`config.mk`:
```
export PLATFORM = sky130hd
export DESIGN_NAME = mem_port_arbiter
export DESIGN_NICKNAME = d
export VERILOG_FILES = /design/src/rtl/mem_arb_pkg.sv /design/src/rtl/mem_port_arbiter_rr_pick2.sv /design/src/rtl/mem_port_arbiter.sv
export SDC_FILE = /design/constraint.sdc
export NUM_CORES = 1
export LEC_CHECK = 0
export BUFFER_PORTS_ARGS = -buffer_cell sky130_fd_sc_hd__buf_2
export CAP_MARGIN = 20
export CORE_MARGIN = 4
export CORE_UTILIZATION = 50
export DETAILED_ROUTE_END_ITERATION = 10
export PLACE_DENSITY_LB_ADDON = 0.2
export RECOVER_POWER = 100
export SYNTH_ARGS = -nofsm -noshare
export SYNTH_HDL_FRONTEND = slang
export SYNTH_SLANG_ARGS = --single-unit
```
`constraint.sdc`:
```
create_clock -name clk -period 5.69 [get_ports clk]
set_input_delay 1.138 -clock clk [delete_from_list [all_inputs] [get_ports clk]]
set_output_delay 1.138 -clock clk [all_outputs]
set_load 0.01 [all_outputs]
```
`src/rtl/mem_arb_pkg.sv`:
```
// Shared definitions for the memory port-B arbiter: FSM encoding and requester indices.
package mem_arb_pkg;

  typedef enum logic [1:0] {
    IDLE = 2'd0,
    OWN0 = 2'd1,
    OWN1 = 2'd2
  } arb_state_e;

  localparam logic REQ_CPU = 1'b0;
  localparam logic REQ_DMA = 1'b1;

  // Ownership state that corresponds to a locked grant for requester k.
  function automatic arb_state_e own_state(input logic k);
    return k ? OWN1 : OWN0;
  endfunction

  // Eligibility mask: who may be granted in a given arbiter state.
  function automatic logic [1:0] own_mask(input arb_state_e s);
    case (s)
      IDLE:    return 2'b11;
      OWN0:    return 2'b01;
      OWN1:    return 2'b10;
      default: return 2'b00;
    endcase
  endfunction

endpackage

```
`src/rtl/mem_port_arbiter_rr_pick2.sv`:
```
// Combinational 2-way round-robin picker; ptr names the requester that wins a tie.
module rr_pick2 (
  input  logic [1:0] req,
  input  logic       ptr,
  input  logic [1:0] mask,
  output logic [1:0] grant
);

  logic [1:0] elig;

  // NOTE: every combinational output gets a default before any branch, so no latch is inferred.
  always_comb begin
    elig  = req & mask;
    grant = 2'b00;
    if (elig == 2'b11) begin
      grant = ptr ? 2'b10 : 2'b01;
    end else begin
      grant = elig;
    end
  end

endmodule

```
`src/rtl/mem_port_arbiter.sv`:
```
// Shares memory port B between the CPU data path and the copy/video engine, with
// per-access round robin, optional locked bursts and a tagged 1-cycle read return.
module mem_port_arbiter
  import mem_arb_pkg::*;
#(
  parameter int DATA     = 18,
  parameter int ADDR     = 14,
  parameter int LOCK_MAX = 16
) (
  input  logic            clk,
  input  logic            reset_n,

  input  logic            r0_req,
  input  logic            r0_wr,
  input  logic            r0_lock,
  input  logic [ADDR-1:0] r0_addr,
  input  logic [DATA-1:0] r0_din,
  output logic            r0_gnt,
  output logic            r0_rvalid,
  output logic [DATA-1:0] r0_dout,

  input  logic            r1_req,
  input  logic            r1_wr,
  input  logic            r1_lock,
  input  logic [ADDR-1:0] r1_addr,
  input  logic [DATA-1:0] r1_din,
  output logic            r1_gnt,
  output logic            r1_rvalid,
  output logic [DATA-1:0] r1_dout,

  output logic            mem_wr,
  output logic [ADDR-1:0] mem_addr,
  output logic [DATA-1:0] mem_din,
  input  logic [DATA-1:0] mem_dout
);

  localparam int CNT_W = $clog2(LOCK_MAX) + 1;

  arb_state_e       state_q, state_d;
  logic             rr_ptr_q, rr_ptr_d;
  logic [CNT_W-1:0] lock_cnt_q, lock_cnt_d;
  logic             rd_pend_q, rd_pend_d;
  logic             rd_tag_q, rd_tag_d;
  logic [ADDR-1:0]  addr_q, addr_d;
  logic [DATA-1:0]  din_q, din_d;
  logic [DATA-1:0]  dout0_q, dout0_d;
  logic [DATA-1:0]  dout1_q, dout1_d;

  logic [1:0]       pick;
  logic [1:0]       grant;
  logic             any_gnt;
  logic             gnt_idx;
  logic             sel_wr;
  logic             sel_lock;
  logic [ADDR-1:0]  sel_addr;
  logic [DATA-1:0]  sel_din;

  rr_pick2 u_pick (
    .req   ({r1_req, r0_req}),
    .ptr   (rr_ptr_q),
    .mask  (own_mask(state_q)),
    .grant (pick)
  );

  // Grants are masked by reset so mem_wr drops the moment reset asserts.
  assign grant   = pick & {2{reset_n}};
  assign any_gnt = |grant;
  assign gnt_idx = grant[REQ_DMA] ? REQ_DMA : REQ_CPU;
  assign r0_gnt  = grant[REQ_CPU];
  assign r1_gnt  = grant[REQ_DMA];

  always_comb begin
    sel_wr   = (gnt_idx == REQ_DMA) ? r1_wr   : r0_wr;
    sel_lock = (gnt_idx == REQ_DMA) ? r1_lock : r0_lock;
    sel_addr = (gnt_idx == REQ_DMA) ? r1_addr : r0_addr;
    sel_din  = (gnt_idx == REQ_DMA) ? r1_din  : r0_din;

    mem_wr   = any_gnt & sel_wr;
    mem_addr = any_gnt ? sel_addr : addr_q;
    mem_din  = any_gnt ? sel_din  : din_q;
    addr_d   = mem_addr;
    din_d    = mem_din;
  end

  // Ownership FSM and burst length limiter.
  always_comb begin
    logic own_idx;
    logic own_req;
    logic own_lock;
    logic exit_own;

    state_d    = state_q;
    rr_ptr_d   = rr_ptr_q;
    lock_cnt_d = lock_cnt_q;
    own_idx    = (state_q == OWN1);
    own_req    = own_idx ? r1_req  : r0_req;
    own_lock   = own_idx ? r1_lock : r0_lock;
    exit_own   = 1'b0;

    case (state_q)
      IDLE: begin
        if (any_gnt) begin
          rr_ptr_d = ~gnt_idx;
          if (sel_lock) begin
            state_d    = own_state(gnt_idx);
            lock_cnt_d = CNT_W'(1);
          end
        end
      end
      OWN0, OWN1: begin
        if (any_gnt) begin
          if (!own_lock || lock_cnt_q == CNT_W'(LOCK_MAX - 1)) begin
            exit_own = 1'b1;
          end else begin
            lock_cnt_d = lock_cnt_q + CNT_W'(1);
          end
        end else if (!own_req && !own_lock) begin
          exit_own = 1'b1;
        end
        if (exit_own) begin
          state_d    = IDLE;
          rr_ptr_d   = ~own_idx;
          lock_cnt_d = '0;
        end
      end
      default: begin
        state_d    = IDLE;
        lock_cnt_d = '0;
      end
    endcase
  end

  // The owner tag follows each read by one cycle so alternating returns never cross.
  always_comb begin
    rd_pend_d = any_gnt & ~sel_wr;
    rd_tag_d  = any_gnt ? gnt_idx : rd_tag_q;

    r0_rvalid = rd_pend_q & (rd_tag_q == REQ_CPU);
    r1_rvalid = rd_pend_q & (rd_tag_q == REQ_DMA);
    r0_dout   = r0_rvalid ? mem_dout : dout0_q;
    r1_dout   = r1_rvalid ? mem_dout : dout1_q;
    dout0_d   = r0_dout;
    dout1_d   = r1_dout;
  end

  // NOTE: sequential state uses non-blocking assignments so every flop samples pre-edge values.
  always_ff @(posedge clk or negedge reset_n) begin
    if (!reset_n) begin
      state_q    <= IDLE;
      rr_ptr_q   <= REQ_CPU;
      lock_cnt_q <= '0;
      rd_pend_q  <= 1'b0;
      rd_tag_q   <= REQ_CPU;
      addr_q     <= '0;
      din_q      <= '0;
      dout0_q    <= '0;
      dout1_q    <= '0;
    end else begin
      state_q    <= state_d;
      rr_ptr_q   <= rr_ptr_d;
      lock_cnt_q <= lock_cnt_d;
      rd_pend_q  <= rd_pend_d;
      rd_tag_q   <= rd_tag_d;
      addr_q     <= addr_d;
      din_q      <= din_d;
      dout0_q    <= dout0_d;
      dout1_q    <= dout1_d;
    end
  end

endmodule

```
==> flow_summary.yaml <==
clock_tree:
  clk_latency_ps: 340
  cts_tree: "done"
  hold_buffers: 0
  cts_sinks: 78
  htree_levels: 3
  cts_buffer_depth: 2
  cts_buffers: 9
  cts_root_buf: "clkbuf_8"
  clk_pin_slew_worst_paths_ps: 80
  cts_setup_buffers: 0
  ctsResizeCount: 0
routing:
  wire_per_inst_um: 15.3
  detail-route-antenna-nets: 0
  vias: 2759
  wl_mm: 8.51
  drtIter0Drc: 59
  drc: 0
  vias_per_cell: 4.97
  drt_first_pass_iters: 4
cells_and_area:
  diodes: 0
  drive_gt1_share_pct: 27.0
  final_cell_mix: "buf_2 (90), dfrtp_1 (78), clkbuf_1 (72)"
  nNetsFinal: 550
  final_cells: 555
  fillCellCount: 595
  final_common_cell: "buf_2"
  syn_to_final_growth_pct: 29.6
  finalInstanceArea_um2: 4530
  final_core_util_pct: 66.7
place:
  port_buffers: 162
  dp.cells: 539
  hpwlAfterDp_mm: 6.47
  gp_congestion: 0.739
  place_ws_ps: 1570
  dpl_cell_area_um2: 4420
global_routing:
  grt.overflow.total: 0
  grt_pass1_vias: 2978
  antenna_found_initial: 0
  grt_pass1_wl_mm: 14.0
  grtUsageTotal_pct: 20.9
  grt_max_degree: 65
die:
  rows: 30
  die_area_um2: 8400
  start_util_pct: 51.5
  coreArea_um2: 6790
  die_x_um: 91.6
  die_h_um: 91.6
  ios: 163
power_and_ir_drop:
  switching_share_pct: 39.2
  worst_ir_drop_vdd_mv: 0.281
  p_switching_mw: 0.941
  power.internal_mw: 1.46
  power.total_mw: 2.40
  leakage_nw: 2.31
  clkPwrFrac_pct: 19.4
  power_density_nw_per_um2: 530
  seqPwrFrac_pct: 37.3
  share_comb_of_total_power_pct: 43.4
timing:
  final-max-slew-violation-count: 56
  fmax_mhz: 244
  setup_ws_ps: 1580
  setup-violations-final: 0
  setup_tns_ps: 0
  fin_crit_ps: 4110
  tightest_slew_ps: 2840
  fin_crit_sh_pct: 72.2
  max_slew_margin_pct: -89.1
  rsz0062_at_grt: "false"
  hold_viol: 0
  hold_ws_ps: 489
  finClkSkew_ps: 11.7
hold_path:
  hold_depth: 1
  min_path_type: "flop to flop"
worst_setup_path:
  path_class: "primary input to output pin"
  worst-path-stages: 6
  cp_num_buf_inv: 2
  ff2ff_path_depth: 9
  critPathMaxStageDelay_ps: 580
  crit_family: "compound AO/OA/AOI/OAI gates"
  cp-end-kind: "output pin"
  crit_chain: "buf_2 > o21a_1 > o21bai_1 > nand2_2 > o21ai_0 > clkbuf_1"
  critical_path.slowest_cell: "nand2_2"
  critPathMaxFanout: 64
  start_kind: "primary input"
  worstPathRequired_ps: 4550
  arrival_ps: 2970
outcome:
  status: "finished with violations"
  violations: "capacitance limit, slew limit"
synth:
  yosysSeqAreaShare_pct: 55.8
  syn-cell-area_um2: 3500
  yosys_warnings: 0
  avgSynthCellArea_um2: 12.0
  yosysTopAreaCell: "dfrtp_1"
  synthCells: 292
  synthTopCellsByArea: "dfrtp_1 (56%), mux2_2 (12%), mux2i_1 (9.7%), nand2_1 (4.2%), o21ai_0 (3.6%)"
  syn_nets: 388
  synth_top_area_share_pct: 55.8
  ys_seq_elements: 78
  synth_cell_types: 40
run:
  drv_cap: 1
## worst register-to-register path: stages, from the launching register on
cell and delay [ps]:
dfrtp_1 410, inv_1 120, ha_1 300, nor2_1 150, o311ai_4 710, buf_12 300, inv_1 140, a221oi_1 730
or2_0 350, o21ai_0 150
## cell families after synthesis
| kind of cell | Yosys count | synth area share (%) |
|---|---|---|
| fa+ha+maj | 6 | 2.15 |
| compound gates | 54 | 9.52 |
| simple gates | 58 | 7.76 |
| flops | 78 | 55.8 |
| buf+inv | 24 | 2.79 |
| mux | 72 | 22.0 |
## synth_stat cells (all sizes together)
cell,number
nand3b,1
and3,2
o21ai,37
mux2i,34
a21o,1
o21a,1
o31ai,3
a21oi,4
or2,1
mux2,38
a221oi,1
or3b,1
a22o,1
o311ai,2
nor2,4
clkbuf,9
o22ai,1
ha,6
nor4,1
a2111o,1
nor3,2
nand2,39
or3,1
a211oi,1
nand3,2
buf,4
nand2b,2
o21bai,1
dfrtp,78
and2,1
and3b,1
inv,11
## sequential cells by signal, summed over array words and instances, names as in the netlist
register and count:
dout1_q 18, addr_q 14, dout0_q 18, lock_cnt_q 5, rd_tag_q 1, rd_pend_q 1, din_q 18, rr_ptr_q 1
state_q 2
## path summary, 6_finish.rpt
kind	slack, ps	to	start
max in group asynchronous	1980	din_q[1]$_DFF_PN0_	reset_n
min in group asynchronous	720	addr_q[9]$_DFF_PN0_	reset_n
max	1580	mem_din[9]	r1_req
min reg2reg	490	lock_cnt_q[4]$_DFFE_PN0P_	lock_cnt_q[4]$_DFFE_PN0P_
max reg2reg	2190	lock_cnt_q[1]$_DFFE_PN0P_	state_q[1]$_DFFE_PN0P_
min	490	lock_cnt_q[4]$_DFFE_PN0P_	lock_cnt_q[4]$_DFFE_PN0P_
## cell type report
cell class / count / area (um^2) / area share (%)
clock buffer: 10 / 138 / 3.04
clock inverter: 6 / 91.3 / 2.01
inverter: 11 / 41.3 / 0.911
multi-input combinational: 190 / 1440 / 31.8
sequential: 78 / 1950 / 43.1
tap: 96 / 120 / 2.65
timing repair buffer: 164 / 748 / 16.5
## per-layer routing
layer / GRT usage (%) / part of all wire [%] / vias up
met3: 5.82 / 7.9 / 7
met2: 34.9 / 49 / 122
li1: - / - / 1353
met1: 26.2 / 42 / 1277
met5: 0 / 0 / -
met4: 7.16 / 0.96 / 0
## power by group through the flow
stage	sequential [mW]	clock [mW]	combinational, mW
after global placement	0.889	0	1.15
final	0.896	0.465	1.04
after floorplan	0.875	0	0.728
after global routing	0.925	0.500	1.16
after CTS	0.898	0.477	1.18
after detailed placement	0.906	0	1.17
Power figures use the tool's default switching activity.
